File: config.mk
export PLATFORM = sky130hd
export DESIGN_NAME = rv_multicycle_ctrl
export DESIGN_NICKNAME = d
export VERILOG_FILES = /design/src/rtl/rv_multicycle_ctrl.sv
export SDC_FILE = /design/constraint.sdc
export NUM_CORES = 1
export LEC_CHECK = 0
export BUFFER_PORTS_ARGS = -buffer_cell sky130_fd_sc_hd__buf_2
export CORE_UTILIZATION = 43
export DETAILED_ROUTE_END_ITERATION = 6
export GPL_ROUTABILITY_DRIVEN = 0
export PLACE_DENSITY = 0.7
export SYNTH_ARGS = -nofsm -noshare
export SYNTH_HDL_FRONTEND = slang
export SYNTH_SLANG_ARGS = --single-unit
File: constraint.sdc
create_clock -name clk -period 2.75 [get_ports clk]
set_input_delay 0.1375 -clock clk [delete_from_list [all_inputs] [get_ports clk]]
set_output_delay 0.1375 -clock clk [all_outputs]
set_load 0.02 [all_outputs]
File: src/rtl/rv_multicycle_ctrl.sv
// rv_multicycle_ctrl: main control FSM of the multi-cycle RV32I core.
// Sequences fetch/decode/exec/mem/wb and owns the shared memory port.
module rv_multicycle_ctrl #(
  parameter int TIMEOUT = 256,
  parameter int CNT_W   = 32
) (
  input  logic             clk,
  input  logic             rst,
  input  logic [31:0]      ir,
  input  logic             br_cond,
  input  logic             mem_ready,
  output logic             mem_req,
  output logic             mem_we,
  output logic             mem_addr_sel,
  output logic             ir_we,
  output logic             mdr_we,
  output logic             pc_we,
  output logic [1:0]       pc_sel,
  output logic             alu_src_a,
  output logic             alu_src_b,
  output logic [1:0]       alu_op,
  output logic             reg_we,
  output logic [1:0]       wb_sel,
  output logic             instr_done,
  output logic [CNT_W-1:0] instret,
  output logic             trap,
  output logic [1:0]       trap_cause
);

  localparam int TW = $clog2(TIMEOUT);
  localparam logic [TW-1:0] TO_LAST = TW'(TIMEOUT - 1);

  localparam logic [6:0] OP_R     = 7'b0110011;
  localparam logic [6:0] OP_I     = 7'b0010011;
  localparam logic [6:0] OP_LOAD  = 7'b0000011;
  localparam logic [6:0] OP_STORE = 7'b0100011;
  localparam logic [6:0] OP_BR    = 7'b1100011;
  localparam logic [6:0] OP_JAL   = 7'b1101111;
  localparam logic [6:0] OP_JALR  = 7'b1100111;
  localparam logic [6:0] OP_LUI   = 7'b0110111;
  localparam logic [6:0] OP_AUIPC = 7'b0010111;

  localparam logic [1:0] PC_4   = 2'b00;
  localparam logic [1:0] PC_IMM = 2'b01;
  localparam logic [1:0] PC_ALU = 2'b10;

  localparam logic [1:0] ALU_ADD = 2'b00;
  localparam logic [1:0] ALU_SUB = 2'b01;
  localparam logic [1:0] ALU_FN  = 2'b10;

  localparam logic [1:0] WB_ALU = 2'b00;
  localparam logic [1:0] WB_MDR = 2'b01;
  localparam logic [1:0] WB_PC4 = 2'b10;
  localparam logic [1:0] WB_IMM = 2'b11;

  localparam logic [1:0] CAUSE_ILL = 2'b01;
  localparam logic [1:0] CAUSE_TO  = 2'b10;

  typedef enum logic [2:0] {
    S_IDLE,
    S_FETCH,
    S_DECODE,
    S_EXEC,
    S_MEM,
    S_WB,
    S_TRAP
  } state_t;

  typedef enum logic [3:0] {
    C_R,
    C_I,
    C_LOAD,
    C_STORE,
    C_BR,
    C_JAL,
    C_JALR,
    C_LUI,
    C_AUIPC,
    C_BAD
  } cls_t;

  state_t         state;
  cls_t           cls;
  logic [TW-1:0]  tcnt;
  logic [1:0]     cause;
  logic           stall;
  logic           to_hit;
  logic           unused_ir;

  assign unused_ir  = ^ir[31:7];
  assign trap_cause = cause;

  always_comb begin
    cls = C_BAD;
    unique case (ir[6:0])
      OP_R:     cls = C_R;
      OP_I:     cls = C_I;
      OP_LOAD:  cls = C_LOAD;
      OP_STORE: cls = C_STORE;
      OP_BR:    cls = C_BR;
      OP_JAL:   cls = C_JAL;
      OP_JALR:  cls = C_JALR;
      OP_LUI:   cls = C_LUI;
      OP_AUIPC: cls = C_AUIPC;
      default:  cls = C_BAD;
    endcase
  end

  // A ready that lands on the last allowed cycle still completes.
  assign stall  = mem_req & ~mem_ready;
  assign to_hit = stall & (tcnt == TO_LAST);

  always_comb begin
    mem_req      = 1'b0;
    mem_we       = 1'b0;
    mem_addr_sel = 1'b0;
    ir_we        = 1'b0;
    mdr_we       = 1'b0;
    pc_we        = 1'b0;
    pc_sel       = PC_4;
    alu_src_a    = 1'b0;
    alu_src_b    = 1'b0;
    alu_op       = ALU_ADD;
    reg_we       = 1'b0;
    wb_sel       = WB_ALU;
    instr_done   = 1'b0;
    trap         = 1'b0;
    unique case (state)
      S_FETCH: begin
        mem_req = 1'b1;
        ir_we   = mem_ready;
      end
      S_EXEC: begin
        unique case (cls)
          C_R: alu_op = ALU_FN;
          C_I: begin
            alu_src_b = 1'b1;
            alu_op    = ALU_FN;
          end
          C_LOAD, C_STORE, C_JALR: alu_src_b = 1'b1;
          C_AUIPC: begin
            alu_src_a = 1'b1;
            alu_src_b = 1'b1;
          end
          C_BR: begin
            alu_op     = ALU_SUB;
            pc_we      = 1'b1;
            pc_sel     = br_cond ? PC_IMM : PC_4;
            instr_done = 1'b1;
          end
          default: ;
        endcase
      end
      S_MEM: begin
        mem_req      = 1'b1;
        mem_addr_sel = 1'b1;
        mem_we       = (cls == C_STORE);
        if (cls == C_LOAD) begin
          mdr_we = mem_ready;
        end else if (mem_ready) begin
          pc_we      = 1'b1;
          instr_done = 1'b1;
        end
      end
      S_WB: begin
        reg_we     = 1'b1;
        pc_we      = 1'b1;
        instr_done = 1'b1;
        unique case (cls)
          C_LOAD: wb_sel = WB_MDR;
          C_LUI:  wb_sel = WB_IMM;
          C_JAL: begin
            wb_sel = WB_PC4;
            pc_sel = PC_IMM;
          end
          C_JALR: begin
            wb_sel = WB_PC4;
            pc_sel = PC_ALU;
          end
          default: ;
        endcase
      end
      S_TRAP: trap = 1'b1;
      default: ;
    endcase
  end

  always_ff @(posedge clk) begin
    if (rst) begin
      state   <= S_IDLE;
      instret <= '0;
      cause   <= '0;
      tcnt    <= '0;
    end else begin
      if (instr_done)
        instret <= instret + CNT_W'(1);
      tcnt <= stall ? tcnt + TW'(1) : '0;
      unique case (state)
        S_IDLE: state <= S_FETCH;
        S_FETCH: begin
          if (mem_ready) begin
            state <= S_DECODE;
          end else if (to_hit) begin
            state <= S_TRAP;
            cause <= CAUSE_TO;
          end
        end
        S_DECODE: begin
          if (cls == C_BAD) begin
            state <= S_TRAP;
            cause <= CAUSE_ILL;
          end else begin
            state <= S_EXEC;
          end
        end
        S_EXEC: begin
          unique case (cls)
            C_BR:            state <= S_FETCH;
            C_LOAD, C_STORE: state <= S_MEM;
            default:         state <= S_WB;
          endcase
        end
        S_MEM: begin
          if (mem_ready) begin
            state <= (cls == C_LOAD) ? S_WB : S_FETCH;
          end else if (to_hit) begin
            state <= S_TRAP;
            cause <= CAUSE_TO;
          end
        end
        S_WB:    state <= S_FETCH;
        S_TRAP:  state <= S_TRAP;
        default: state <= S_IDLE;
      endcase
    end
  end

endmodule

# Word level (Yosys, flattened, before mapping)
# Index checks and enable logic that the tools add are counted.
# word_totals
inputBits	36
regBits	45
word_cells	85
# classes
n_eq_ne	28
mux	36
n_reduce_logical	11
add_sub_neg	2
bitwise_logic	4
# ops
cell	count
$pmux W4 S9	1
$add A32 B1 Y32 const B	1
$eq A7 B6 Y1 const B	3
$eq A7 B7 Y1 const B	3
$pmux W3 S6	1
$mux W1	17
$eq A4 B3 Y1 const B	4
$pmux W2 S2	4
$mux W3	5
$eq A7 B5 Y1 const B	2
$reduce_or A2 Y1	6
$mux W2	5
$eq A3 B3 Y1 const B	3
$add A8 B1 Y8 const B	1
$eq A4 B2 Y1 const B	2
$eq A4 B4 Y1 const B	2
$eq A8 B8 Y1 const B	1
$eq A7 B2 Y1 const B	1
$eq A3 B2 Y1 const B	2
$pmux W2 S3	1
$pmux W3 S2	1
$reduce_or A5 Y1	1
$eq A4 B1 Y1 const B	1
$logic_not A4 Y1	1
other kinds (9)	12

# Depth between registers and ports, before layout
# Gate-level depths: netlist of the first run.
# depth
depth_word	8
ltp_mapped	8
mapped_depth_nobuf	6

# Least setup slack after synthesis of the first run
# No wires, ideal clock.
# synth_path
kind	reg-to-reg
start	reg state[2]
end	reg instret[30]
slack_ns	0.565
path_buffers	2
setup_ns	0.121
stages_incl_launch_ff	8
required_ns	2.629
synth_period_minus_slack_ns	2.185
arrival_time_ns	2.064
path_cell_list	dfxtp_1 -> buf_6 -> nand3b_4 -> or4_1 -> buf_2 -> nand2_1 -> nor4b_1 -> mux2_2
# synth_between
elab_chain_cells	2
elab_cells_between_ends	4
# synth_rtl
item	line_no	source
from (decl)	82	state_t state;
from (signal assigned)	225	state <= (cls == C_LOAD) ? S_WB : S_FETCH;
$eq A3 B3 Y1 / $eq A3 B2 Y1 (equally long branches)	128	unique case (state)
$pmux W1 S3 *	128	
net instr_done	24	output logic instr_done,
to (signal assigned)	196	instret <= instret + CNT_W'(1);
to (decl)	25	output logic [CNT_W-1:0] instret,
# The timed path passes the listed nets; every way through them passes the cells marked *.
# A chain may end at the register's enable or synchronous reset.

# Worst setup path in the final report of the first run
# layout_path
start	reg state[2]
end	reg instret[30]
# layout_between
elab_chain_cells	2
elab_cells_between_ends	4
# layout_rtl
item	line_no
$eq A3 B3 Y1 / $eq A3 B2 Y1 (equally long branches)	128
$pmux W1 S3 *	128
# Every way passes the cells marked *; elsewhere a longest branch is shown, timed or not.

==> summary.log, run 1 <==
[status] status finished clean
[flow_run] reported max-cap violation count 0
[logic_synthesis] mean instance size in the synthesized netlist 8.19 sq um
[logic_synthesis] register bit total from synthesis 45
[logic_synthesis] sequential area share after synthesis 0.343
[finish] utilization of the core after routing 0.525
[drt] DR pass1 iterations 4
[finish] Filler Cell Count 603
[hold_path] Worst Hold Depth 2
[finish] number of nets at the end of the flow 413
[drt] Total Wirelength 6030 um
[placed_design] worst setup timing slack at the placement stage 376 ps
[drt] total vias in the final route 2,499
[global_routing] first-pass GRT wire length 10,300 um
[cts] clock sink count 45
[critical_path] path type of the worst setup path flip-flop to flip-flop
[global_routing] overall routing resource usage 0.200
[logic_synthesis] Main synth FF type sky130_fd_sc_hd__dfxtp_1
[cts] later-pin clock latency in the skew report 290 ps
[global_routing] antenna violations before repair 0
[floorplanning] Horiz. Die Dim 80.2 um
[timing] setup-violating endpoint count in the final report 0
[placed_design] number of buffers inserted by port buffering 61
[drt] Vias/cell 5.54
[floorplanning] area of the placeable core 5920 sq um
[critical_path] minimum setup slack among reg-to-reg paths 370 ps
[finish] summed area of non-filler cells in the final layout 3110 sq um
[power] static leakage 1.15 nW
[cts] clock transition time at the flip-flop clock pins of the worst setup and hold paths 80 ps
[placed_design] HPWL after detailed placement 4320 um
[cts] number of clock buffers inserted by TritonCTS 5
[timing] Hold Vio Cnt, Final 0
[logic_synthesis] number of synthesis warnings 0
[logic_synthesis] EDFF count, synth 0
[logic_synthesis] largest area contributor in the synthesized netlist sky130_fd_sc_hd__dfxtp_1
[cts] Post-CTS Setup Repair Bufs 0
[finish] synth-to-layout area growth 18.3%
[cts] buffers from clock root to sink, at most 2
[critical_path] CP Data Arrival Time 2560 ps
[timing] max-slew violation count 0
[floorplanning] Site Rows 28
[critical_path] r2r worst-path depth 6
[logic_synthesis] post-synthesis instance total 321
[cts] cts hold-fix bufs 0
[finish] top library cells by usage in the layout, fill and taps aside sky130_fd_sc_hd__buf_2, sky130_fd_sc_hd__nor2_1, sky130_fd_sc_hd__dfxtp_1
[logic_synthesis] Syn Nets 359
[finish] most frequent standard cell in the layout excluding fill and tap cells sky130_fd_sc_hd__buf_2
[floorplanning] Die Y-Extent 80.2 um
[placed_design] Placement Cell Area 2990 sq um
[critical_path] critical path required time 2940 ps
[critical_path] launching point of the worst reg2reg path state[2]
[critical_path] category of the worst setup path capture point flip-flop
[cts] post-cts repair resize count 0
[drt] DRC violation total after the first TritonRoute iteration 153
[placed_design] total placed cells including tap cells 443
[timing] achievable clock frequency 421 MHz
[timing] setup total negative slack 0 ps
[global_routing] via count of the first global-routing pass 2,281
[floorplanning] Total Die Area 6430 sq um
[hold_path] Hold EP trap_cause[1]
[critical_path] R2R Path End instret[30]
[hold_path] worst min-delay path class primary input to flip-flop
[floorplanning] Initial Utilization 0.444
[critical_path] slowest stage cell, crit path sky130_fd_sc_hd__or4_1
[logic_synthesis] area share of the largest cell type after synthesis 0.343
[global_routing] total grt overflow 0
[finish] number of standard cells in the layout, taps in and fillers out 451
[drt] number of nets still failing antenna checks after routing 0
[power] ratio of total power to cell area 439 nW/um^2
[timing] setup repair after global routing missed its margin false
[timing] clock skew after layout 5.02 ps
[finish] number of diodes 0
[critical_path] cells traversed along the worst timing path nand3b_4, or4_1, buf_4, nand2_1, nor4b_1, mux2_2
[timing] Max-slew headroom 0.571
[floorplanning] number of top-level pins 87
[power] maximum ir drop on the vdd rail 0.234 mV
[logic_synthesis] async set or reset register ratio after synthesis 0
[cts] CTS root buffer sky130_fd_sc_hd__clkbuf_8
[timing] fin crit period 2380 ps
[timing] Final period util 0.865
[timing] smallest setup slack after layout 372 ps
[global_routing] maximum number of pins on one net before global-route repair 29
[timing] slew of the pin with the lowest slew margin 639 ps
[logic_synthesis] dominant cells by area after synthesis sky130_fd_sc_hd__dfxtp_1, sky130_fd_sc_hd__xnor2_1, sky130_fd_sc_hd__nor2_1
[critical_path] Critical Path Fanout Max 28
[critical_path] Critical Path Max Stage Delay 490 ps
[hold_path] HP Start rst
[critical_path] element type at the critical path start flip-flop
[drt] routed wirelength normalized by instance count 13.4 um
[cts] H-tree depth 2
[logic_synthesis] post-synthesis cell area 2630 sq um
[finish] ratio of cells with drive above 1 in the final layout 0.237
[logic_synthesis] number of different library cells in the post-synthesis netlist 51
[drt] number of remaining DRC errors 0
[cts] TritonCTS clock tree yes
[metal layers]
| metal | GRT usage | vias up | wire, um |
|---|---|---|---|
| li1 | - | 1261 | - |
| met1 | 0.271 | 1177 | 2920 |
| met2 | 0.324 | 54 | 2800 |
| met3 | 0.0386 | 7 | 255 |
| met4 | 0.0482 | 0 | 50 |
| met5 | 0 | - | 0 |
[critical path: cells and delay by family (launching register included)]
family / cells / cell delay [ps]
AND/OR/NAND/NOR: 4 / 1230
flip-flops: 1 / 400
multiplexers: 1 / 370
buffers and inverters: 1 / 260
[kinds of logic after synthesis]
kind of cell / share of synthesized area
AOI/OAI and AO/OA: 0.206
xor gates and xnor gates: 0.100
adders and majority gates: 0.00952
buffers and inverters: 0.0609
DFF: 0.343
muxes: 0.00428
and+or+nand+nor: 0.277
[worst max-delay path by stage]
| stage | start | endpoint | slack, ps | cells after the start |
|---|---|---|---|---|
| 2_1_floorplan | state[2] | instret[30] | 570 | 7 |
| 3_5_place_dp | state[2] | instret[30] | 380 | 6 |
| 4_1_cts | state[2] | instret[30] | 360 | 6 |
| 6_report | state[2] | instret[30] | 370 | 6 |
| 3_3_place_gp | state[2] | instret[27] | 450 | 6 |
| 5_1_grt | state[2] | instret[29] | 220 | 6 |
[layout make-up]
cell class | count | area (sq um) | area share
Multi-Input combinational cell | 240 | 1570 | 0.504
Sequential cell | 45 | 901 | 0.290
Tap cell | 75 | 93.8 | 0.0302
Inverter | 14 | 52.6 | 0.0169
Clock inverter | 1 | 30.0 | 0.00966
Timing Repair Buffer | 69 | 378 | 0.122
Clock buffer | 7 | 86.3 | 0.0278
[power by group]
group          switching, mW  internal, mW  leakage (nW)  total [mW]
Sequential            0.0123         0.662         0.363       0.674
Combinational          0.113        0.0648         0.731       0.178
Clock                  0.216         0.296        0.0585       0.512
[flip-flops by register name, summed over array words and instances, names as in the netlist]
name / cells
tcnt: 8
instret: 32
state: 3
trap_cause: 2
[cell usage after synthesis, types with 3 or more instances]
cell,instances
sky130_fd_sc_hd__xnor2_1,27
sky130_fd_sc_hd__buf_2,8
sky130_fd_sc_hd__dfxtp_1,45
sky130_fd_sc_hd__nand2b_1,5
sky130_fd_sc_hd__o211ai_1,3
sky130_fd_sc_hd__inv_1,14
sky130_fd_sc_hd__xor2_1,3
sky130_fd_sc_hd__and4_1,4
sky130_fd_sc_hd__o21ai_0,9
sky130_fd_sc_hd__nor3_1,8
sky130_fd_sc_hd__nand3_1,13
sky130_fd_sc_hd__or4_1,6
sky130_fd_sc_hd__a2111oi_0,4
sky130_fd_sc_hd__nand2_1,23
sky130_fd_sc_hd__a211oi_1,9
sky130_fd_sc_hd__or3_1,6
sky130_fd_sc_hd__a21oi_1,16
sky130_fd_sc_hd__clkbuf_1,10
sky130_fd_sc_hd__nor2b_1,5
sky130_fd_sc_hd__nand4_1,9
sky130_fd_sc_hd__o31ai_1,4
sky130_fd_sc_hd__a2111oi_2,7
sky130_fd_sc_hd__nor2_1,46
[per-stage QoR]
step,hold slack (ps),power [mW]
final,166,1.36
after floorplan,381,0.820
after detailed placement,452,0.867
after CTS,154,1.39
after global placement,442,0.864
after global routing,168,1.43
Note: power is estimated with default switching activity, not from simulation.
==> run 2, diff against run 1 <==
--- a/config.mk
+++ b/config.mk
@@ -10,6 +10,7 @@
 export DETAILED_ROUTE_END_ITERATION = 6
 export GPL_ROUTABILITY_DRIVEN = 0
 export PLACE_DENSITY = 0.7
+export REMOVE_ABC_BUFFERS = 1
 export SYNTH_ARGS = -nofsm -noshare
 export SYNTH_HDL_FRONTEND = slang
 export SYNTH_SLANG_ARGS = --single-unit
==> summary.log, run 2 (synthesized netlist as in run 1, its figures left out) <==
[floorplanning] number of top-level pins 87 [unchanged]
[power] internal power 1.09 mW [+6.6%]
[finish] top library cells by usage in the layout, fill and taps aside sky130_fd_sc_hd__buf_2, sky130_fd_sc_hd__nor2_1, sky130_fd_sc_hd__dfxtp_1
[finish] Filler Cell Count 551 [-8.6%]
[critical_path] Critical Path Max Stage Delay 580 ps [+90 ps]
[floorplanning] area of the placeable core 5920 sq um [unchanged]
[cts] post-cts repair resize count 0 [unchanged]
[power] clock power share 0.414 [+0.039]
[cts] buffers from clock root to sink, at most 2 [unchanged]
[drt] number of nets still failing antenna checks after routing 0 [unchanged]
[global_routing] via count of the first global-routing pass 2,223 [-2.5%]
[critical_path] CP Data Arrival Time 2660 ps [+100 ps]
[status] status finished clean
[timing] clock skew after layout 11.3 ps [+6.33 ps]
[cts] number of clock buffers inserted by TritonCTS 5 [unchanged]
[finish] number of diodes 0 [unchanged]
[finish] number of nets at the end of the flow 413 [unchanged]
[global_routing] first-pass GRT wire length 9960 um [-3.7%]
[floorplanning] Initial Utilization 0.444 [unchanged]
[power] sequential fraction of design power 0.469 [-0.025]
[timing] achievable clock frequency 412 MHz [-2.1%]
[power] static leakage 1.17 nW [+1.4%]
[drt] Vias/cell 5.47 [-1.3%]
[critical_path] critical path required time 2980 ps [+40 ps]
[drt] routed wirelength normalized by instance count 13.2 um [-1.3%]
[finish] synth-to-layout area growth 19.6%
[drt] DRC violation total after the first TritonRoute iteration 109 [-29%]
[global_routing] maximum number of pins on one net before global-route repair 32 [+10%]
[floorplanning] Site Rows 28 [unchanged]
[timing] setup repair after global routing missed its margin false
[cts] TritonCTS clock tree yes
[global_routing] antenna violations before repair 0 [unchanged]
[critical_path] category of the worst setup path capture point flip-flop
[cts] clock transition time at the flip-flop clock pins of the worst setup and hold paths 90 ps [about the same]
[flow_run] reported max-cap violation count 0 [unchanged]
[cts] CTS root buffer sky130_fd_sc_hd__clkbuf_8
[timing] Hold Vio Cnt, Final 0 [unchanged]
[power] share of power burned in combinational logic 0.117 [-0.014]
[floorplanning] Total Die Area 6430 sq um [unchanged]
[drt] number of remaining DRC errors 0 [unchanged]
[cts] later-pin clock latency in the skew report 290 ps [about the same]
[global_routing] overall routing resource usage 0.192 [-0.00802]
[placed_design] HPWL after detailed placement 4330 um [+0.23%]
[finish] ratio of cells with drive above 1 in the final layout 0.239 [+0.00266]
[critical_path] path type of the worst setup path flip-flop to flip-flop
[cts] clock sink count 45 [unchanged]
[timing] slew of the pin with the lowest slew margin 594 ps [-45.5 ps]
[finish] biggest registers after layout instret x32, tcnt x8, state x3
[critical_path] Crit path top cell by count sky130_fd_sc_hd__or4_1
[timing] setup-violating endpoint count in the final report 0 [unchanged]
[finish] largest register by flop count instret
[cts] Post-CTS Setup Repair Bufs 0 [unchanged]
[critical_path] Critical Path Fanout Max 28 [unchanged]
[floorplanning] Horiz. Die Dim 80.2 um [unchanged]
[timing] setup total negative slack 0 ps [unchanged]
[drt] DR pass1 iterations 4 [unchanged]
[drt] total vias in the final route 2,466 [-1.3%]
[cts] cts hold-fix bufs 0 [unchanged]
[critical_path] r2r worst-path depth 6 [unchanged]
[global_routing] total grt overflow 0 [unchanged]
[power] reported net switching power 357 uW [+4.5%]
[placed_design] number of buffers inserted by port buffering 61 [unchanged]
[timing] Final period util 0.883 [+0.0186]
[timing] max-slew violation count 0 [unchanged]
[finish] most frequent standard cell in the layout excluding fill and tap cells sky130_fd_sc_hd__buf_2
[timing] Max-slew headroom 0.594 [+0.0234]
[critical_path] slowest stage cell, crit path sky130_fd_sc_hd__or4_1
[hold_path] worst min-delay path class primary input to flip-flop
[power] ratio of total power to cell area 460 nW/um^2 [+4.9%]
[hold_path] Worst Hold Depth 3 [+1]
[cts] H-tree depth 2 [unchanged]
[timing] fin crit period 2430 ps [+51.0 ps]
[finish] Largest register FFs 32 [unchanged]
[critical_path] cells traversed along the worst timing path nand3b_4, or4_1, buf_12, a211o_1, or4_1, a21oi_1
[floorplanning] Die Y-Extent 80.2 um [unchanged]
[power] maximum ir drop on the vdd rail 0.315 mV [+35%]
[drt] Total Wirelength 5950 um [-1.3%]
[critical_path] element type at the critical path start flip-flop
[finish] utilization of the core after routing 0.531 [+0.00571]
[power] switching fraction of total power 0.246 [-0.00371]
-- run 2: cell types whose count changed in the layout (fill, tap and decap cells not counted) --
| cell | previous run | this run |
|---|---|---|
| sky130_fd_sc_hd__buf_12 | 1 | 2 |
| sky130_fd_sc_hd__buf_4 | 7 | 6 |
| sky130_fd_sc_hd__bufinv_16 | 1 | 2 |
| sky130_fd_sc_hd__clkbuf_1 | 1 | 0 |
| sky130_fd_sc_hd__clkbuf_8 | 6 | 5 |
| sky130_fd_sc_hd__inv_6 | 0 | 1 |
-- run 2: layout make-up --
class,count,area (sq um),area share
sequential,45,901,0.287
clock inverter,3,68.8,0.0219
inverter,14,52.6,0.0167
tap,75,93.8,0.0299
clock buffer,5,68.8,0.0219
timing repair buffer,69,390,0.124
multi-input combinational,240,1570,0.499
-- run 2: per-stage QoR --
stage | power [mW] | area (sq um) | hold slack, ps | std cells | worst slack [ps]
finish | 1.45 | 3140 | 286 | 451 | 321
global route | 1.51 | 3140 | 313 | 451 | 149
CTS | 1.46 | 3140 | 297 | 451 | 339
detailed placement | 0.863 | 3010 | 453 | 443 | 366
global placement | 0.861 | 3010 | 440 | 443 | 396
floorplan | 0.793 | 2520 | 207 | 299 | -47.1
-- run 2: final timing paths --
path | slack [ps] | endpoint | start
max | 320 | instret[29] | state[1]
max reg2reg | 320 | instret[29] | state[1]
min reg2reg | 470 | tcnt[0] | tcnt[0]
min | 290 | state[0] | mem_ready
-- run 2: layer usage --
layer | track usage | vias up | wire [um]
met4 | 0.0375 | 0 | 12
met1 | 0.261 | 1144 | 2990
li1 | - | 1269 | -
met5 | 0 | - | 0
met3 | 0.0341 | 2 | 200
met2 | 0.317 | 51 | 2740
-- run 2: power by group through the flow --
stage / Combinational [mW] / Clock (mW) / Sequential, mW
final: 0.170 / 0.599 / 0.678
after global routing: 0.189 / 0.638 / 0.681
after CTS: 0.171 / 0.612 / 0.678
after detailed placement: 0.170 / 0 / 0.694
after global placement: 0.168 / 0 / 0.693
after floorplan: 0.0943 / 0 / 0.699
-- run 2: worst max-delay path: cells and delay by family (launching register included) --
kind	cells	cell delay, ps
buffers and inverters	1	210
and+or+nand+nor	3	1100
DFF	1	540
AOI/OAI and AO/OA	2	510
==> run 3, diff against run 2 <==
--- a/config.mk
+++ b/config.mk
@@ -6,10 +6,10 @@
 export NUM_CORES = 1
 export LEC_CHECK = 0
 export BUFFER_PORTS_ARGS = -buffer_cell sky130_fd_sc_hd__buf_2
-export CORE_UTILIZATION = 43
+export CORE_UTILIZATION = 51
 export DETAILED_ROUTE_END_ITERATION = 6
 export GPL_ROUTABILITY_DRIVEN = 0
-export PLACE_DENSITY = 0.7
+export PLACE_DENSITY = 0.81
 export REMOVE_ABC_BUFFERS = 1
 export SYNTH_ARGS = -nofsm -noshare
 export SYNTH_HDL_FRONTEND = slang
==> summary.log, run 3 (synthesized netlist as in run 1, its figures left out) <==
[status] status finished clean
[cts] clock sink count 45 [unchanged]
[finish] biggest registers after layout instret x32, tcnt x8, state x3
[timing] smallest setup slack after layout 307 ps [-13.7 ps]
[cts] buffers from clock root to sink, at most 2 [unchanged]
[drt] number of remaining DRC errors 0 [unchanged]
[cts] number of clock buffers inserted by TritonCTS 5 [unchanged]
[power] switching fraction of total power 0.266 [+0.0190]
[timing] setup repair after global routing missed its margin false
[power] clock power share 0.324 [-0.090]
[cts] later-pin clock latency in the skew report 290 ps [about the same]
[power] static leakage 1.13 nW [-3.1%]
[drt] DR pass1 iterations 4 [unchanged]
[global_routing] first-pass GRT wire length 9740 um [-2.2%]
[finish] most frequent standard cell in the layout excluding fill and tap cells sky130_fd_sc_hd__buf_2
[timing] Hold Vio Cnt, Final 0 [unchanged]
[cts] H-tree depth 2 [unchanged]
[power] Design Power 1.26 mW [-13%]
[placed_design] worst setup timing slack at the placement stage 342 ps [-24.1 ps]
[timing] max-slew violation count 0 [unchanged]
[power] maximum ir drop on the vdd rail 0.271 mV [-14%]
[finish] ratio of cells with drive above 1 in the final layout 0.235 [-0.00470]
[finish] Largest register FFs 32 [unchanged]
[timing] fin crit period 2440 ps [+13.7 ps]
[cts] clock transition time at the flip-flop clock pins of the worst setup and hold paths 80 ps [about the same]
[flow_run] reported max-cap violation count 0 [unchanged]
[critical_path] CP Data Arrival Time 2670 ps [about the same]
[timing] achievable clock frequency 409 MHz [-0.56%]
[timing] setup-violating endpoint count in the final report 0 [unchanged]
[placed_design] total placed cells including tap cells 435 [-1.8%]
[finish] number of diodes 0 [unchanged]
[power] share of power burned in combinational logic 0.134 [+0.017]
[cts] post-cts repair resize count 0 [unchanged]
[global_routing] via count of the first global-routing pass 2,159 [-2.9%]
[finish] number of standard cells in the layout, taps in and fillers out 442 [-2.0%]
[placed_design] number of buffers inserted by port buffering 61 [unchanged]
[timing] Final period util 0.888 [+0.00499]
[floorplanning] Die Y-Extent 73.8 um [-8.0%]
[drt] routed wirelength normalized by instance count 13.3 um [+0.49%]
[drt] Vias/cell 5.62 [+2.8%]
[critical_path] Critical Path Fanout Max 28 [unchanged]
[drt] total vias in the final route 2,485 [+0.77%]
[critical_path] critical path required time 2970 ps [about the same]
[drt] Total Wirelength 5860 um [-1.5%]
[finish] synth-to-layout area growth 16.3%
[floorplanning] Initial Utilization 0.542 [+0.0982]
[timing] Max-slew headroom 0.510 [-0.0835]
[global_routing] antenna violations before repair 0 [unchanged]
[critical_path] element type at the critical path start flip-flop
[power] ratio of total power to cell area 412 nW/um^2 [-11%]
[timing] hold slack final 269 ps [-17.4 ps]
[cts] TritonCTS clock tree yes
[power] internal power 924 uW [-15%]
[global_routing] maximum number of pins on one net before global-route repair 30 [-6.3%]
[drt] number of nets still failing antenna checks after routing 0 [unchanged]
[drt] DRC violation total after the first TritonRoute iteration 161 [+48%]
[timing] clock skew after layout 4.25 ps [-7.09 ps]
[placed_design] HPWL after detailed placement 4260 um [-1.4%]
[hold_path] worst min-delay path class primary input to flip-flop
[cts] Post-CTS Setup Repair Bufs 0 [unchanged]
[timing] slew of the pin with the lowest slew margin 734 ps [+140 ps]
[finish] largest register by flop count instret
[finish] number of nets at the end of the flow 413 [unchanged]
[power] sequential fraction of design power 0.542 [+0.073]
[global_routing] overall routing resource usage 0.225 [+0.0333]
[floorplanning] Site Rows 25 [-11%]
[finish] Filler Cell Count 442 [-20%]
[cts] CTS root buffer sky130_fd_sc_hd__clkbuf_8
[floorplanning] number of top-level pins 87 [unchanged]
[timing] setup total negative slack 0 ps [unchanged]
[power] reported net switching power 334 uW [-6.3%]
[floorplanning] Horiz. Die Dim 73.8 um [-8.0%]
[floorplanning] area of the placeable core 4850 sq um [-18%]
[floorplanning] Total Die Area 5450 sq um [-15%]
[cts] cts hold-fix bufs 0 [unchanged]
[critical_path] category of the worst setup path capture point flip-flop
[finish] top library cells by usage in the layout, fill and taps aside sky130_fd_sc_hd__buf_2, sky130_fd_sc_hd__nor2_1, sky130_fd_sc_hd__dfxtp_1
[global_routing] total grt overflow 0 [unchanged]
[critical_path] path type of the worst setup path flip-flop to flip-flop
-- run 3: changes by cell type in the layout (fill, tap and decap cells not counted) --
cell and change:
sky130_fd_sc_hd__buf_12 -2, sky130_fd_sc_hd__buf_4 +2, sky130_fd_sc_hd__bufinv_16 -2, sky130_fd_sc_hd__clkbuf_1 +1
sky130_fd_sc_hd__clkbuf_8 +1, sky130_fd_sc_hd__inv_6 -1
-- run 3: layout make-up --
cell class	instances	area (sq um)	share of cell area
Multi-Input combinational cell	240	1570	0.513
Sequential cell	45	901	0.295
Timing Repair Buffer	69	365	0.120
Clock buffer	7	86.3	0.0282
Tap cell	67	83.8	0.0274
Inverter	14	52.6	0.0172
-- run 3: worst max-delay path: stages (launching register included) --
cell and delay, ps:
sky130_fd_sc_hd__dfxtp_1 540, sky130_fd_sc_hd__nand3b_4 100, sky130_fd_sc_hd__or4_1 520, sky130_fd_sc_hd__buf_4 260, sky130_fd_sc_hd__a211o_1 380, sky130_fd_sc_hd__or4_1 420
sky130_fd_sc_hd__a21oi_1 150
-- run 3: path summary, 6_finish.rpt --
| kind | to | slack (ps) | from | cells past startpoint |
|---|---|---|---|---|
| hold reg to reg | trap_cause[0] | 480 | trap_cause[0] | 2 |
| setup / recovery | instret[27] | 310 | state[1] | 6 |
| hold / removal | state[0] | 270 | mem_ready | 3 |
| setup reg to reg | instret[27] | 310 | state[1] | 6 |
-- run 3: stage by stage --
step	cell area (sq um)	util
floorplan	2520	-
global placement	2970	0.613
detailed placement	2970	0.613
CTS	3060	0.630
global route	3060	0.630
finish	3060	0.630
-- run 3: metal layers --
layer  wire (um)  GRT usage  up-vias
met5           0          0        -
met3         224     0.0439        4
met1        2830      0.310     1173
met4          31     0.0470        0
li1            -          -     1261
met2        2770      0.364       47
-- run 3: power by group through the flow --
stage	registers [mW]	clock network [mW]	logic [mW]
after floorplan	0.699	0	0.0943
after global placement	0.696	0	0.164
after detailed placement	0.697	0	0.168
after CTS	0.682	0.415	0.168
after global routing	0.684	0.442	0.185
final	0.682	0.408	0.168
